<file path="config.mk">
export PLATFORM = sky130hd
export DESIGN_NAME = uart_tx_fifo_flat
export DESIGN_NICKNAME = d
export VERILOG_FILES = /design/src/rtl/uart_tx_fifo_if.sv /design/src/rtl/uart_tx_fifo.sv /design/src/flat_wrapper.sv
export SDC_FILE = /design/constraint.sdc
export NUM_CORES = 1
export LEC_CHECK = 0
export BUFFER_PORTS_ARGS = -buffer_cell sky130_fd_sc_hd__buf_2
export CAP_MARGIN = 20
export CORE_MARGIN = 3
export CORE_UTILIZATION = 50
export DETAILED_ROUTE_END_ITERATION = 7
export PLACE_DENSITY_LB_ADDON = 0.25
export SYNTH_ARGS = -nofsm -noshare
export SYNTH_HDL_FRONTEND = slang
export SYNTH_SLANG_ARGS = --single-unit
</file>
<file path="constraint.sdc">
create_clock -name clk -period 2.8 [get_ports clk]
set_input_delay 0 -clock clk [delete_from_list [all_inputs] [get_ports clk]]
set_output_delay 0 -clock clk [all_outputs]
set_load 0.02 [all_outputs]
</file>
<file path="src/rtl/uart_tx_fifo_if.sv">
// Host-side transmit port of uart_tx_fifo: write strobe and data in,
// FIFO status, frame-done/overflow pulses and the serial line out.
interface uart_tx_fifo_if #(
    parameter int DATA_BITS  = 8,
    parameter int FIFO_DEPTH = 4
);
    localparam int CNT_W = $clog2(FIFO_DEPTH + 1);

    logic                 tx_ctrl;
    logic [DATA_BITS-1:0] data_send;
    logic                 transmit_ready;
    logic                 success;
    logic                 tx_dout;
    logic                 busy;
    logic                 overflow;
    logic [CNT_W-1:0]     fifo_count;

    modport master (
        output tx_ctrl, data_send,
        input  transmit_ready, success, tx_dout, busy, overflow, fifo_count
    );

    modport slave (
        input  tx_ctrl, data_send,
        output transmit_ready, success, tx_dout, busy, overflow, fifo_count
    );
endinterface

</file>
<file path="src/rtl/uart_tx_fifo.sv">
// Parametrised UART transmitter with a transmit FIFO; frames are sent
// back-to-back with no idle gap while words remain buffered.
module uart_tx_fifo #(
    parameter int DATA_BITS    = 8,
    parameter int CLKS_PER_BIT = 4,
    parameter int PARITY       = 0,
    parameter int STOP_BITS    = 1,
    parameter int FIFO_DEPTH   = 4
) (
    input logic            clk,
    input logic            rst,
    uart_tx_fifo_if.slave  bus
);
    localparam int  CNT_W      = $clog2(FIFO_DEPTH + 1);
    localparam int  AW         = $clog2(FIFO_DEPTH);
    localparam int  CW         = (CLKS_PER_BIT > 1) ? $clog2(CLKS_PER_BIT) : 1;
    localparam int  IW         = 4;
    localparam bit  HAS_PARITY = (PARITY != 0);
    localparam logic [CW-1:0] CNT_LAST = CW'(CLKS_PER_BIT - 1);

    typedef enum logic [2:0] {
        S_IDLE,
        S_START,
        S_DATA,
        S_PARITY,
        S_STOP
    } state_t;

    logic [DATA_BITS-1:0] mem_q [FIFO_DEPTH];
    logic [AW-1:0]        wr_ptr_q, rd_ptr_q;
    logic [CNT_W-1:0]     count_q, count_d;

    state_t               state_q;
    logic [CW-1:0]        cnt_q;
    logic [IW-1:0]        idx_q;
    logic [DATA_BITS-1:0] shift_q;
    logic                 par_q;
    logic                 tx_q;
    logic                 success_q;

    logic                 full, empty, bit_end, last_stop, push, pop, par_bit;
    logic [DATA_BITS-1:0] head;

    assign full      = (count_q == CNT_W'(FIFO_DEPTH));
    assign empty     = (count_q == '0);
    assign bit_end   = (cnt_q == CNT_LAST);
    assign last_stop = (state_q == S_STOP) && bit_end && (idx_q == IW'(STOP_BITS - 1));
    // A pop never frees a slot for a same-cycle push: full uses the current count.
    assign push      = bus.tx_ctrl && !full;
    assign pop       = !empty && ((state_q == S_IDLE) || last_stop);
    assign head      = mem_q[rd_ptr_q];
    assign par_bit   = (PARITY == 2) ? ~(^head) : (^head);

    always_comb begin
        count_d = count_q;
        if (push && !pop)
            count_d = count_q + CNT_W'(1);
        else if (pop && !push)
            count_d = count_q - CNT_W'(1);
    end

    always_ff @(posedge clk) begin
        if (push)
            mem_q[wr_ptr_q] <= bus.data_send;
    end

    always_ff @(posedge clk) begin
        if (rst) begin
            wr_ptr_q <= '0;
            rd_ptr_q <= '0;
            count_q  <= '0;
        end else begin
            if (push)
                wr_ptr_q <= wr_ptr_q + AW'(1);
            if (pop)
                rd_ptr_q <= rd_ptr_q + AW'(1);
            count_q <= count_d;
        end
    end

    always_ff @(posedge clk) begin
        if (rst) begin
            state_q   <= S_IDLE;
            cnt_q     <= '0;
            idx_q     <= '0;
            shift_q   <= '0;
            par_q     <= 1'b0;
            tx_q      <= 1'b1;
            success_q <= 1'b0;
        end else begin
            success_q <= 1'b0;
            if (state_q != S_IDLE)
                cnt_q <= bit_end ? '0 : cnt_q + CW'(1);

            case (state_q)
                S_IDLE: begin
                    if (pop) begin
                        state_q <= S_START;
                        cnt_q   <= '0;
                        shift_q <= head;
                        par_q   <= par_bit;
                        tx_q    <= 1'b0;
                    end
                end
                S_START: begin
                    if (bit_end) begin
                        state_q <= S_DATA;
                        idx_q   <= '0;
                        tx_q    <= shift_q[0];
                    end
                end
                S_DATA: begin
                    if (bit_end) begin
                        idx_q <= '0;
                        if (idx_q == IW'(DATA_BITS - 1)) begin
                            if (HAS_PARITY) begin
                                state_q <= S_PARITY;
                                tx_q    <= par_q;
                            end else begin
                                state_q <= S_STOP;
                                tx_q    <= 1'b1;
                            end
                        end else begin
                            idx_q   <= idx_q + IW'(1);
                            shift_q <= shift_q >> 1;
                            tx_q    <= shift_q[1];
                        end
                    end
                end
                S_PARITY: begin
                    if (bit_end) begin
                        state_q <= S_STOP;
                        idx_q   <= '0;
                        tx_q    <= 1'b1;
                    end
                end
                S_STOP: begin
                    if (bit_end) begin
                        if (idx_q == IW'(STOP_BITS - 1)) begin
                            success_q <= 1'b1;
                            idx_q     <= '0;
                            // Next start bit follows the last stop bit with no gap.
                            if (pop) begin
                                state_q <= S_START;
                                shift_q <= head;
                                par_q   <= par_bit;
                                tx_q    <= 1'b0;
                            end else begin
                                state_q <= S_IDLE;
                                tx_q    <= 1'b1;
                            end
                        end else begin
                            idx_q <= idx_q + IW'(1);
                        end
                    end
                end
                default: begin
                    state_q <= S_IDLE;
                    tx_q    <= 1'b1;
                end
            endcase
        end
    end

    assign bus.transmit_ready = !full;
    assign bus.overflow       = bus.tx_ctrl && full;
    assign bus.success        = success_q;
    assign bus.tx_dout        = tx_q;
    assign bus.busy           = (state_q != S_IDLE);
    assign bus.fifo_count     = count_q;
endmodule

</file>
<file path="src/flat_wrapper.sv">
// flat-port wrapper written by rule: the top's interface ports become plain ports
module uart_tx_fifo_flat 
#(
    parameter int DATA_BITS    = 8,
    parameter int CLKS_PER_BIT = 4,
    parameter int PARITY       = 0,
    parameter int STOP_BITS    = 1,
    parameter int FIFO_DEPTH   = 4
)
  (clk, rst, bus_tx_ctrl, bus_data_send, bus_transmit_ready, bus_success, bus_tx_dout, bus_busy, bus_overflow, bus_fifo_count);
  uart_tx_fifo_if #(.DATA_BITS(DATA_BITS), .FIFO_DEPTH(FIFO_DEPTH)) bus_i ();
  input logic clk;
  input logic rst;
  input wire logic [$bits(bus_i.tx_ctrl)-1:0] bus_tx_ctrl;
  input wire logic [$bits(bus_i.data_send)-1:0] bus_data_send;
  output wire logic [$bits(bus_i.transmit_ready)-1:0] bus_transmit_ready;
  output wire logic [$bits(bus_i.success)-1:0] bus_success;
  output wire logic [$bits(bus_i.tx_dout)-1:0] bus_tx_dout;
  output wire logic [$bits(bus_i.busy)-1:0] bus_busy;
  output wire logic [$bits(bus_i.overflow)-1:0] bus_overflow;
  output wire logic [$bits(bus_i.fifo_count)-1:0] bus_fifo_count;
  assign bus_i.tx_ctrl = bus_tx_ctrl;
  assign bus_i.data_send = bus_data_send;
  assign bus_transmit_ready = bus_i.transmit_ready;
  assign bus_success = bus_i.success;
  assign bus_tx_dout = bus_i.tx_dout;
  assign bus_busy = bus_i.busy;
  assign bus_overflow = bus_i.overflow;
  assign bus_fifo_count = bus_i.fifo_count;
  uart_tx_fifo #(.DATA_BITS(DATA_BITS), .CLKS_PER_BIT(CLKS_PER_BIT), .PARITY(PARITY), .STOP_BITS(STOP_BITS), .FIFO_DEPTH(FIFO_DEPTH)) u_core (.clk(clk), .rst(rst), .bus(bus_i));
endmodule
</file>
==> impl_metrics.toml <==
[status]
outcome = "finished, final reports clean"

[setup_path]
endpoint_kind = "flop"
cp_data_required_time_ns = 3.07
timing.critical_path.from_type = "flop"
cp.arrival_ns = 2.83
worst-setup-path-type = "flop to flop"
critPathMaxFanout = 4

[cells_and_area]
multi_input_comb_area_sq_um = 1140
core_occupancy_in_the_finished_layout = 0.602
fin_nets = 269
area.growth.synth_to_final_pct = 13.9
regArea_sq_um = 1520
antenna_cells_inserted = 0
share_of_layout_cells_above_drive_strength_1 = 0.213
n_fill_cell = 430
post_route_design_area_sq_um = 3150

[synth]
async_reset_ff_frac = 0
synthTopCellsByCount = "sky130_fd_sc_hd__edfxtp_1 (32), sky130_fd_sc_hd__dfxtp_1 (28), sky130_fd_sc_hd__nor2_1 (18)"
synth.net_count = 240
yosysMostFrequentCell = "sky130_fd_sc_hd__edfxtp_1"
most_used_flip_flop_cell_after_synthesis = "sky130_fd_sc_hd__edfxtp_1"
number_of_enable_type_register_cells_in_the_synthesized_netlist = 32
syn-mean-instance-area_sq_um = 12.6
synthDominantAreaCellType = "sky130_fd_sc_hd__edfxtp_1"
synth.area.top_cells = "sky130_fd_sc_hd__edfxtp_1 (35%), sky130_fd_sc_hd__dfxtp_1 (20%), sky130_fd_sc_hd__mux4_2 (6.5%)"
synth_top_area_frac = 0.348
yosysSeqAreaShare = 0.550
synth.ff_latch_count = 60
synth_cell_type_count = 51
syn_area_sq_um = 2770
yosysWarningCount = 0
postSynthCellCount = 220

[global_route]
maximum_number_of_pins_on_one_net_before_global_route_repair = 29
grt_first_pass_wirelength_mm = 8.45
first_global_vias = 1779
antenna_found_initial = 0
groute.usage.overall = 0.176
grt_overflow_total = 0

[cts]
clock_insertion_delay_at_the_later_pin_of_the_skew_report_ns = 0.34
cts_resized = 0
cts.sinks = 60
max-clock-path-buffers = 2
cts_inserted_buffers = 9
cts_root_buffer = "sky130_fd_sc_hd__clkbuf_8"
post_cts_setup_buffer_count = 0
clock_tree_from_tritoncts = "yes"
cts_max_level = 3
cts.reportedPaths.clkPinSlew_ns = 0.07

[power]
cellPowerDensity_nw_per_um2 = 857
p_leak_nw = 1.16
vdd.ir_drop.worst_mv = 0.566

[placement]
globalplace.congestion = 0.800
post-dp-hpwl_mm = 3.32
count_of_buffers_inserted_at_the_top_level_ports = 18
placedInstanceArea_sq_um = 2900

[timing]
worst_slew_pin_slew_ns = 0.605
maxSlewHeadroom = 0.595
finalSetupViolCount = 0
holdWs_ns = 0.127
timing.final.max_slew_violations = 0
period_minus_slack_ns = 2.56
finalSetupTns_ns = 0
timing.clock.skew_ns = 0.00798
final-hold-violation-count = 0
clock.fmax_ghz = 0.391
finalCritPeriodShare = 0.914
grt_setup_unrepaired = "no"

[drt]
routed_wire_length_per_instance_um = 15.3
drt_pre_antenna_iters = 4
final_antenna_net_count = 0
totalWireLength_mm = 4.97
route.vias.total = 1784
dr.first_iter.drc_count = 146
met3_length_um = 189
wl_met2_mm = 2.32
route.layer.met1.wl_mm = 2.39
routed_via_density = 5.51
post-route-drc-count = 0
dr.max_layer_used = "met4"

[die]
initial_utilization = 0.528
pin_count = 19
core_region_area_sq_um = 5240
die-area_sq_um = 6460
fp-row-count = 26
die_w_um = 80.4
chipHeight_um = 80.4

[min_path]
timing.hold.worst.class = "primary input to flop"

[run]
max_cap_viol_count = 0
## power breakdown
group	total, mW	leakage, nW	switching (mW)	internal [mW]
clock	0.689	0.0876	0.364	0.325
combinational	0.784	0.552	0.408	0.376
sequential	1.23	0.523	0.135	1.09
## layout make-up
cell class                 count  share of cell area
inverter                       7             0.00834
sequential                    60               0.483
multi-input combinational    141               0.362
tap                           70              0.0278
clock buffer                   9              0.0393
clock inverter                 7              0.0163
timing repair buffer          30              0.0635
## logic make-up after synthesis
kind of cell             synth area share
adder cells (fa/ha/maj)            0.0434
XOR/XNOR                           0.0190
buffers and inverters              0.0376
multiplexers                       0.0801
AND/OR/NAND/NOR                     0.156
AO/OA/AOI/OAI                       0.114
flip-flops                          0.550
## through the flow
step	setup slack, ns	instances	total power [mW]
after global placement	0.313	300	2.01
after global routing	0.0398	324	2.87
after floorplan	0.435	220	1.87
final	0.240	324	2.70
after detailed placement	0.229	300	2.02
after CTS	0.204	324	2.72
## state kept, by name, indices dropped and copies added (netlist names), named ones only
register / cells
u_core.bus.success: 1
u_core.rd_ptr_q: 2
u_core.shift_q: 8
u_core.wr_ptr_q: 2
u_core.state_q: 3
u_core.mem_q: 32
u_core.idx_q: 4
u_core.cnt_q: 2
u_core.bus.fifo_count: 3
u_core.bus.tx_dout: 1
## critical path, stage by stage, from the launching register on
cell and delay (ns):
sky130_fd_sc_hd__dfxtp_1 0.39, sky130_fd_sc_hd__inv_1 0.06, sky130_fd_sc_hd__ha_1 0.21, sky130_fd_sc_hd__and4bb_2 0.25, sky130_fd_sc_hd__o211ai_1 0.30, sky130_fd_sc_hd__ha_1 0.24, sky130_fd_sc_hd__inv_1 0.06, sky130_fd_sc_hd__fa_1 0.37
sky130_fd_sc_hd__xor2_1 0.16, sky130_fd_sc_hd__or3_1 0.31, sky130_fd_sc_hd__a21oi_1 0.15
## layout by cell type, fill, tap and decap left out, drive strengths merged, types with 9 or more instances in the layout
master  netlist  routed
a21oi        13      13
buf           8      22
clkbuf        4       9
dfxtp        28      28
edfxtp       32      32
inv           7       9
nor2         19      19
nor2b        10      10
nor3          9       9
## repair_timing
action | in CTS | in global routing
hold buffers | 8 | 0
endpoints found under the hold margin | 32 | 0
endpoints found under the setup margin | 0 | 0
## worst paths after layout
kind	from	endpoint	slack, ns	cells past startpoint
setup reg to reg	u_core.idx_q[0]	u_core.bus.fifo_count[2]	0.24	10
hold / removal	rst	u_core.wr_ptr_q[0]	0.13	2
hold reg to reg	u_core.shift_q[7]	u_core.shift_q[7]	0.50	2
setup / recovery	u_core.idx_q[0]	u_core.bus.fifo_count[2]	0.24	10
## routing by layer
metal | global-route usage | vias up
li1 | - | 895
met1 | 0.228 | 858
met2 | 0.270 | 26
met3 | 0.0650 | 5
met4 | 0.0659 | 0
met5 | 0 | -
Power figures use the tool's default switching activity.
